<file path="src/rtl/axis_trig_packetizer_if.sv">
// AXI4-Stream handshake bundle for the trigger packetizer.
// Master drives valid/data/last; the slave side carries no tlast.
interface axis_trig_packetizer_if #(
  parameter int TDATA_WIDTH = 8
);
  logic                   tvalid;
  logic                   tready;
  logic                   tlast;
  logic [TDATA_WIDTH-1:0] tdata;

  modport master (output tvalid, output tdata, output tlast, input tready);
  modport slave  (input tvalid, input tdata, output tready);
endinterface

</file>
<file path="src/rtl/axis_trig_packetizer.sv">
// Trigger-armed AXI4-Stream packetizer: forwards whole packets of a runtime length,
// a runtime number of packets per trigger, and discards input while not capturing.
//
// state      | meaning
// ST_IDLE    | waiting for arm; input accepted and dropped
// ST_ARMED   | config latched; waiting for trig rising edge (or abort)
// ST_CAPTURE | forwarding beats, inserting tlast every len_m1+1 beats
module axis_trig_packetizer #(
  parameter int TDATA_WIDTH = 8,
  parameter int LEN_WIDTH   = 20,
  parameter int NPKT_WIDTH  = 8
) (
  input  logic                  aclk,
  input  logic                  resetn,
  input  logic [LEN_WIDTH-1:0]  cfg_len_m1,
  input  logic [NPKT_WIDTH-1:0] cfg_npkt,
  input  logic                  cfg_rearm,
  input  logic                  arm,
  input  logic                  trig,
  input  logic                  abort,
  axis_trig_packetizer_if.slave  s_axis,
  axis_trig_packetizer_if.master m_axis,
  output logic [1:0]            sts_state,
  output logic [NPKT_WIDTH-1:0] sts_pkt_cnt,
  output logic                  done
);

  typedef enum logic [1:0] {
    ST_IDLE    = 2'd0,
    ST_ARMED   = 2'd1,
    ST_CAPTURE = 2'd2
  } state_t;

  state_t                state_q;
  logic [LEN_WIDTH-1:0]  beat_q;
  logic [NPKT_WIDTH-1:0] pkt_q;
  logic [LEN_WIDTH-1:0]  len_q;
  logic [NPKT_WIDTH-1:0] npkt_q;
  logic                  rearm_q;
  logic                  stop_q;
  logic                  trig_q;

  logic                   capture;
  logic                   beat_acc;
  logic                   last_beat;
  logic                   trig_edge;
  logic                   burst_end;
  logic [NPKT_WIDTH-1:0]  pkt_inc;
  logic [TDATA_WIDTH-1:0] data_w;

  assign capture   = (state_q == ST_CAPTURE);
  assign last_beat = capture && (beat_q == len_q);
  assign trig_edge = trig && !trig_q;
  assign pkt_inc   = pkt_q + 1'b1;

  // Outside CAPTURE the stream is always accepted so upstream never stalls.
  assign s_axis.tready = capture ? m_axis.tready : 1'b1;
  assign beat_acc      = capture && s_axis.tvalid && m_axis.tready;

  assign data_w        = s_axis.tdata;
  assign m_axis.tdata  = data_w;
  assign m_axis.tvalid = capture && s_axis.tvalid;
  assign m_axis.tlast  = last_beat;

  // Burst only ends on a packet boundary, so an abort never truncates a packet.
  assign burst_end = beat_acc && last_beat &&
                     (((npkt_q != '0) && (pkt_inc == npkt_q)) || stop_q);

  assign done        = burst_end;
  assign sts_state   = state_q;
  assign sts_pkt_cnt = pkt_q;

  always_ff @(posedge aclk or negedge resetn) begin
    if (!resetn) begin
      state_q <= ST_IDLE;
      beat_q  <= '0;
      pkt_q   <= '0;
      len_q   <= '0;
      npkt_q  <= '0;
      rearm_q <= 1'b0;
      stop_q  <= 1'b0;
      trig_q  <= 1'b0;
    end else begin
      trig_q <= trig;
      case (state_q)
        ST_IDLE: begin
          if (arm && !abort) begin
            state_q <= ST_ARMED;
            len_q   <= cfg_len_m1;
            npkt_q  <= cfg_npkt;
            rearm_q <= cfg_rearm;
            beat_q  <= '0;
            pkt_q   <= '0;
          end
        end
        ST_ARMED: begin
          if (abort) begin
            state_q <= ST_IDLE;
          end else if (trig_edge) begin
            state_q <= ST_CAPTURE;
          end
        end
        ST_CAPTURE: begin
          if (beat_acc) begin
            if (last_beat) begin
              beat_q <= '0;
              pkt_q  <= pkt_inc;
            end else begin
              beat_q <= beat_q + 1'b1;
            end
          end
          if (burst_end) begin
            stop_q <= 1'b0;
            if (rearm_q && !stop_q && !abort) begin
              state_q <= ST_ARMED;
              len_q   <= cfg_len_m1;
              npkt_q  <= cfg_npkt;
              rearm_q <= cfg_rearm;
              beat_q  <= '0;
              pkt_q   <= '0;
            end else begin
              state_q <= ST_IDLE;
            end
          end else if (abort) begin
            stop_q <= 1'b1;
          end
        end
        default: state_q <= ST_IDLE;
      endcase
    end
  end

endmodule

</file>
<file path="src/flat_wrapper.sv">
// flat-port wrapper written by rule: the top's interface ports become plain ports
module axis_trig_packetizer_flat 
#(
  parameter int TDATA_WIDTH = 8,
  parameter int LEN_WIDTH   = 20,
  parameter int NPKT_WIDTH  = 8
)
  (aclk, resetn, cfg_len_m1, cfg_npkt, cfg_rearm, arm, trig, abort, sts_state, sts_pkt_cnt, done, s_axis_tvalid, s_axis_tdata, s_axis_tready, m_axis_tvalid, m_axis_tdata, m_axis_tlast, m_axis_tready);
  axis_trig_packetizer_if #(.TDATA_WIDTH(TDATA_WIDTH)) s_axis_i ();
  axis_trig_packetizer_if #(.TDATA_WIDTH(TDATA_WIDTH)) m_axis_i ();
  input  logic aclk;
  input  logic resetn;
  input  logic [LEN_WIDTH-1:0] cfg_len_m1;
  input  logic [NPKT_WIDTH-1:0] cfg_npkt;
  input  logic cfg_rearm;
  input  logic arm;
  input  logic trig;
  input  logic abort;
  output logic [1:0] sts_state;
  output logic [NPKT_WIDTH-1:0] sts_pkt_cnt;
  output logic done;
  input wire logic [$bits(s_axis_i.tvalid)-1:0] s_axis_tvalid;
  input wire logic [$bits(s_axis_i.tdata)-1:0] s_axis_tdata;
  output wire logic [$bits(s_axis_i.tready)-1:0] s_axis_tready;
  output wire logic [$bits(m_axis_i.tvalid)-1:0] m_axis_tvalid;
  output wire logic [$bits(m_axis_i.tdata)-1:0] m_axis_tdata;
  output wire logic [$bits(m_axis_i.tlast)-1:0] m_axis_tlast;
  input wire logic [$bits(m_axis_i.tready)-1:0] m_axis_tready;
  assign s_axis_i.tvalid = s_axis_tvalid;
  assign s_axis_i.tdata = s_axis_tdata;
  assign s_axis_tready = s_axis_i.tready;
  assign m_axis_tvalid = m_axis_i.tvalid;
  assign m_axis_tdata = m_axis_i.tdata;
  assign m_axis_tlast = m_axis_i.tlast;
  assign m_axis_i.tready = m_axis_tready;
  axis_trig_packetizer #(.TDATA_WIDTH(TDATA_WIDTH), .LEN_WIDTH(LEN_WIDTH), .NPKT_WIDTH(NPKT_WIDTH)) u_core (.aclk(aclk), .resetn(resetn), .cfg_len_m1(cfg_len_m1), .cfg_npkt(cfg_npkt), .cfg_rearm(cfg_rearm), .arm(arm), .trig(trig), .abort(abort), .s_axis(s_axis_i), .m_axis(m_axis_i), .sts_state(sts_state), .sts_pkt_cnt(sts_pkt_cnt), .done(done));
endmodule
</file>
<file path="config.mk">
export PLATFORM = sky130hd
export DESIGN_NAME = axis_trig_packetizer_flat
export DESIGN_NICKNAME = d
export VERILOG_FILES = /design/src/rtl/axis_trig_packetizer_if.sv /design/src/rtl/axis_trig_packetizer.sv /design/src/flat_wrapper.sv
export SDC_FILE = /design/constraint.sdc
export NUM_CORES = 1
export LEC_CHECK = 0
export ABC_AREA = 0
export CELL_PAD_IN_SITES_DETAIL_PLACEMENT = 0
export CELL_PAD_IN_SITES_GLOBAL_PLACEMENT = 1
export CORE_MARGIN = 4
export CORE_UTILIZATION = 41
export DETAILED_ROUTE_END_ITERATION = 10
export PLACE_DENSITY_LB_ADDON = 0.3
export SYNTH_ARGS = -nofsm -noshare
export SYNTH_HDL_FRONTEND = slang
export SYNTH_SLANG_ARGS = --single-unit
export TNS_END_PERCENT = 30
</file>
<file path="constraint.sdc">
create_clock -name aclk -period 3.1 [get_ports aclk]
set_clock_uncertainty 0.2 [all_clocks]
set_input_delay 0.31 -clock aclk [delete_from_list [all_inputs] [get_ports aclk]]
set_output_delay 0.31 -clock aclk [all_outputs]
set_load 0.005 [all_outputs]
</file>
==> results.txt <==
Largest family of logic cells by synthesized area = simple AND/OR/NAND/NOR gates
Seq/Total Area, Yosys = 45.0%
Post-synthesis mux area share = 12.4%
DIE WIDTH = 99.0 um
Switching share of power = 31.3%
Largest net degree at the start of global routing = 45
H-tree depth = 3
Non-Filler Instances = 488
IO Port Bufs = 49
Cell area power density = 738 nW/um^2
Period utilization = 93.9%
Max_slew headroom = 35.0%
Antenna Nets Post-Route = 0
Initial antenna violation count = 0
DP Worst Slack = 0.0686 ns
Global-route wire length before repair = 12800 um
Max-slew violation count = 0
Synth area leaders = dfrtp_1, mux2_4, xor2_1
Top_reg_cell synth = dfrtp_1
CTS buffer count = 9
Internal power = 0.00220 W
Gate Count Post-Synth = 314
Final setup viols = 0
GRT overflow = 0
Via-to-Cell Ratio = 5.15
Initial Util = 43.0%
Area of the mapped netlist = 3390 sq um
Comb pwr share = 34.2%
Final TNS setup = 0 ns
Start point of the critical path = u_core.beat_q[17]
Drt first pass iters = 4
CP cell instances = xor2_1, nor4_1, nand4_1, nor2_2, clkdlybuf4s50_1
Clock sink count = 61
Reg2reg end = u_core.sts_pkt_cnt[7]
Syn Nets = 360
CP max stage delay = 0.56 ns
Final hold slack = 0.241 ns
Worst hold path type = in -> reg
Seq pwr share = 38.6%
Hold Vio Cnt, Final = 0
Pleak = 1.93 nW
Final WS setup = 0.188 ns
Die footprint = 9790 sq um
Status = finished, final reports clean
#FFs+latches synth = 61
Core Rows = 32
DRC = 0
Tmin final = 2.91 ns
CP max FO = 6
Yosys warns = 0
Final wirelength = 7640 um
Final Power = 0.00321 W
Ports = 66
Number of nets in the layout = 427
FF-to-FF setup slack = 0.21 ns
Slew @ Worst Pin = 0.975 ns
Switch Pwr = 0.00100 W
Clk pwr share = 27.1%
DPL Wire Length = 5710 um
Routed vias = 2511
Placer Congestion = 0.836
Clock Pin Slew Worst Setup and Hold Paths = 0.08 ns
RSZ-0062 raised after global routing = no
Asr flop ratio synth = 100%
Worst r2r src = u_core.beat_q[17]
Worst Setup Start Kind = flop
Leading area contributor after synthesis = dfrtp_1
Vias in the first global route = 2492
Max Root-Sink Buffers = 2
Number of flops mapped to enable cells by yosys = 0
Top cell type's share of synthesized area = 45.0%
Crit path DAT = 2.40 ns
Crit Path Class = reg -> out
Clock Latency Late Sink = 0.34 ns
Worst setup endpoint = m_axis_tlast
Iter 0 DRT Violations = 98
# diodes = 0
Post-synth cell types = 50
Simple-gate share of the synthesized area = 17.1%
Synth Area in Adders = 0.738%
Worst vdd ir = 289 uV
CP required = 2.59 ns
Maximum clock frequency = 343 MHz
Placed Cells = 470
Area grow syn2layout = 28.1%
WL/cell = 15.6 um
CP max stage cell = clkdlybuf4s50_1
Average size of a mapped cell = 10.8 sq um
CTS Root Cell = clkbuf_8
Share of layout cells above drive strength 1 = 18.9%
R2R cell count = 7
Max Cap Violations = 0
CTS tree = yes
Die H = 99.0 um
Core ar. = 7890 sq um
Area fraction in compound gates after synthesis = 10.7%
Overall Global Routing Usage = 16.4%
Nature of the critical path endpoint = primary output
XOR/XNOR share of the synthesized area = 9.55%
==> worst min path at each step <==
stage,startpoint,end,slack [ns],cells after the start
finish,trig,u_core.trig_q,0.24,1
global route,trig,u_core.trig_q,0.24,1
CTS,trig,u_core.trig_q,0.23,1
detailed placement,u_core.beat_q[19],u_core.beat_q[19],0.30,1
global placement,u_core.len_q[13],u_core.len_q[13],0.29,1
floorplan,resetn,u_core.beat_q[0],-0.19,0
==> cells by family (layout without fill, tap and decap cells) <==
group           count (synthesis)  after routing
mux                            30             30
simple gates                  107            107
buf+inv                        22             94
compound gates                 55             55
fa+ha+maj                       2              2
xor+xnor                       37             37
flops                          61             61
==> what timing repair did <==
item,4_1_cts,5_1_grt
hold endpoints to repair,42,0
pin swaps,2,2
cloned,0,0
buffers inserted,0,1
gates resized for setup,1,2
hold buffers,1,0
endpoints found under the setup margin,1,15
==> through the flow <==
step,cell area (sq um),utilization (%)
6_report,4350,55.1
5_1_grt,4350,55.1
4_1_cts,4320,54.8
3_5_place_dp,4070,51.5
3_3_place_gp,4070,51.5
2_1_floorplan,3390,-
==> placed cells by master, fill, tap and decap left out, drive strengths merged, types with 4 or more instances in the layout <==
cell type / count
buf: 26
clkbuf: 9
xnor2: 7
nor4: 7
o31ai: 5
dfrtp: 61
o21ai: 27
a31oi: 4
nor2b: 7
nor2: 17
nand4: 8
mux2: 29
nand3: 9
nand2: 25
xor2: 30
nor3: 8
and3: 5
clkdlybuf4s50: 47
inv: 4
and2: 7
==> Yosys cell counts, types with 3 or more instances <==
library cell	instances
a21oi_1	3
a31oi_1	4
and2_1	6
and3_1	5
buf_4	9
buf_6	5
clkbuf_1	4
dfrtp_1	61
inv_1	3
mux2_1	7
mux2_4	22
nand2_1	25
nand2b_1	3
nand3_1	8
nand4_1	8
nor2_1	17
nor2b_1	7
nor3_1	8
nor4_1	6
o21ai_0	17
o21ai_1	10
o31ai_1	4
or3_1	3
xnor2_1	7
xor2_1	30
==> power by group through the flow <==
stage	clock network (W)	logic, W	registers [W]
floorplan	0	0.000808	0.00117
global placement	0	0.00107	0.00124
detailed placement	0	0.00107	0.00125
CTS	0.000893	0.00108	0.00123
global route	0.000923	0.00120	0.00126
finish	0.000870	0.00110	0.00124
==> sequential cells by signal (all words and copies together), names as in the netlist <==
signal and cells:
u_core.sts_pkt_cnt 8, u_core.stop_q 1, u_core.sts_state 2, u_core.len_q 20
u_core.npkt_q 8, u_core.trig_q 1, u_core.rearm_q 1, u_core.beat_q 20
==> layer usage <==
metal | routed length [um] | vias to the layer above | track usage [%]
met5 | 0 | - | 0
met3 | 387 | 11 | 3.04
li1 | - | 1262 | -
met2 | 3040 | 59 | 21.5
met4 | 133 | 0 | 7.35
met1 | 4070 | 1179 | 25.6
==> worst max-delay path, delay by kind of cell (launching register included) <==
| family | cells | cell delay (ns) |
|---|---|---|
| simple gates | 3 | 0.83 |
| buf+inv | 1 | 0.56 |
| xor+xnor | 1 | 0.20 |
| flops | 1 | 0.47 |
==> cell type report <==
cell class              count  area [sq um]
clock buffers               9           124
clock inverters             7           123
fillers                   701          3540
inverters                   3          11.3
multi-input cells         231          1730
flip-flops and latches     61          1530
well taps                 102           128
repair buffers             75           707
Note: power is estimated with default switching activity, not from simulation.
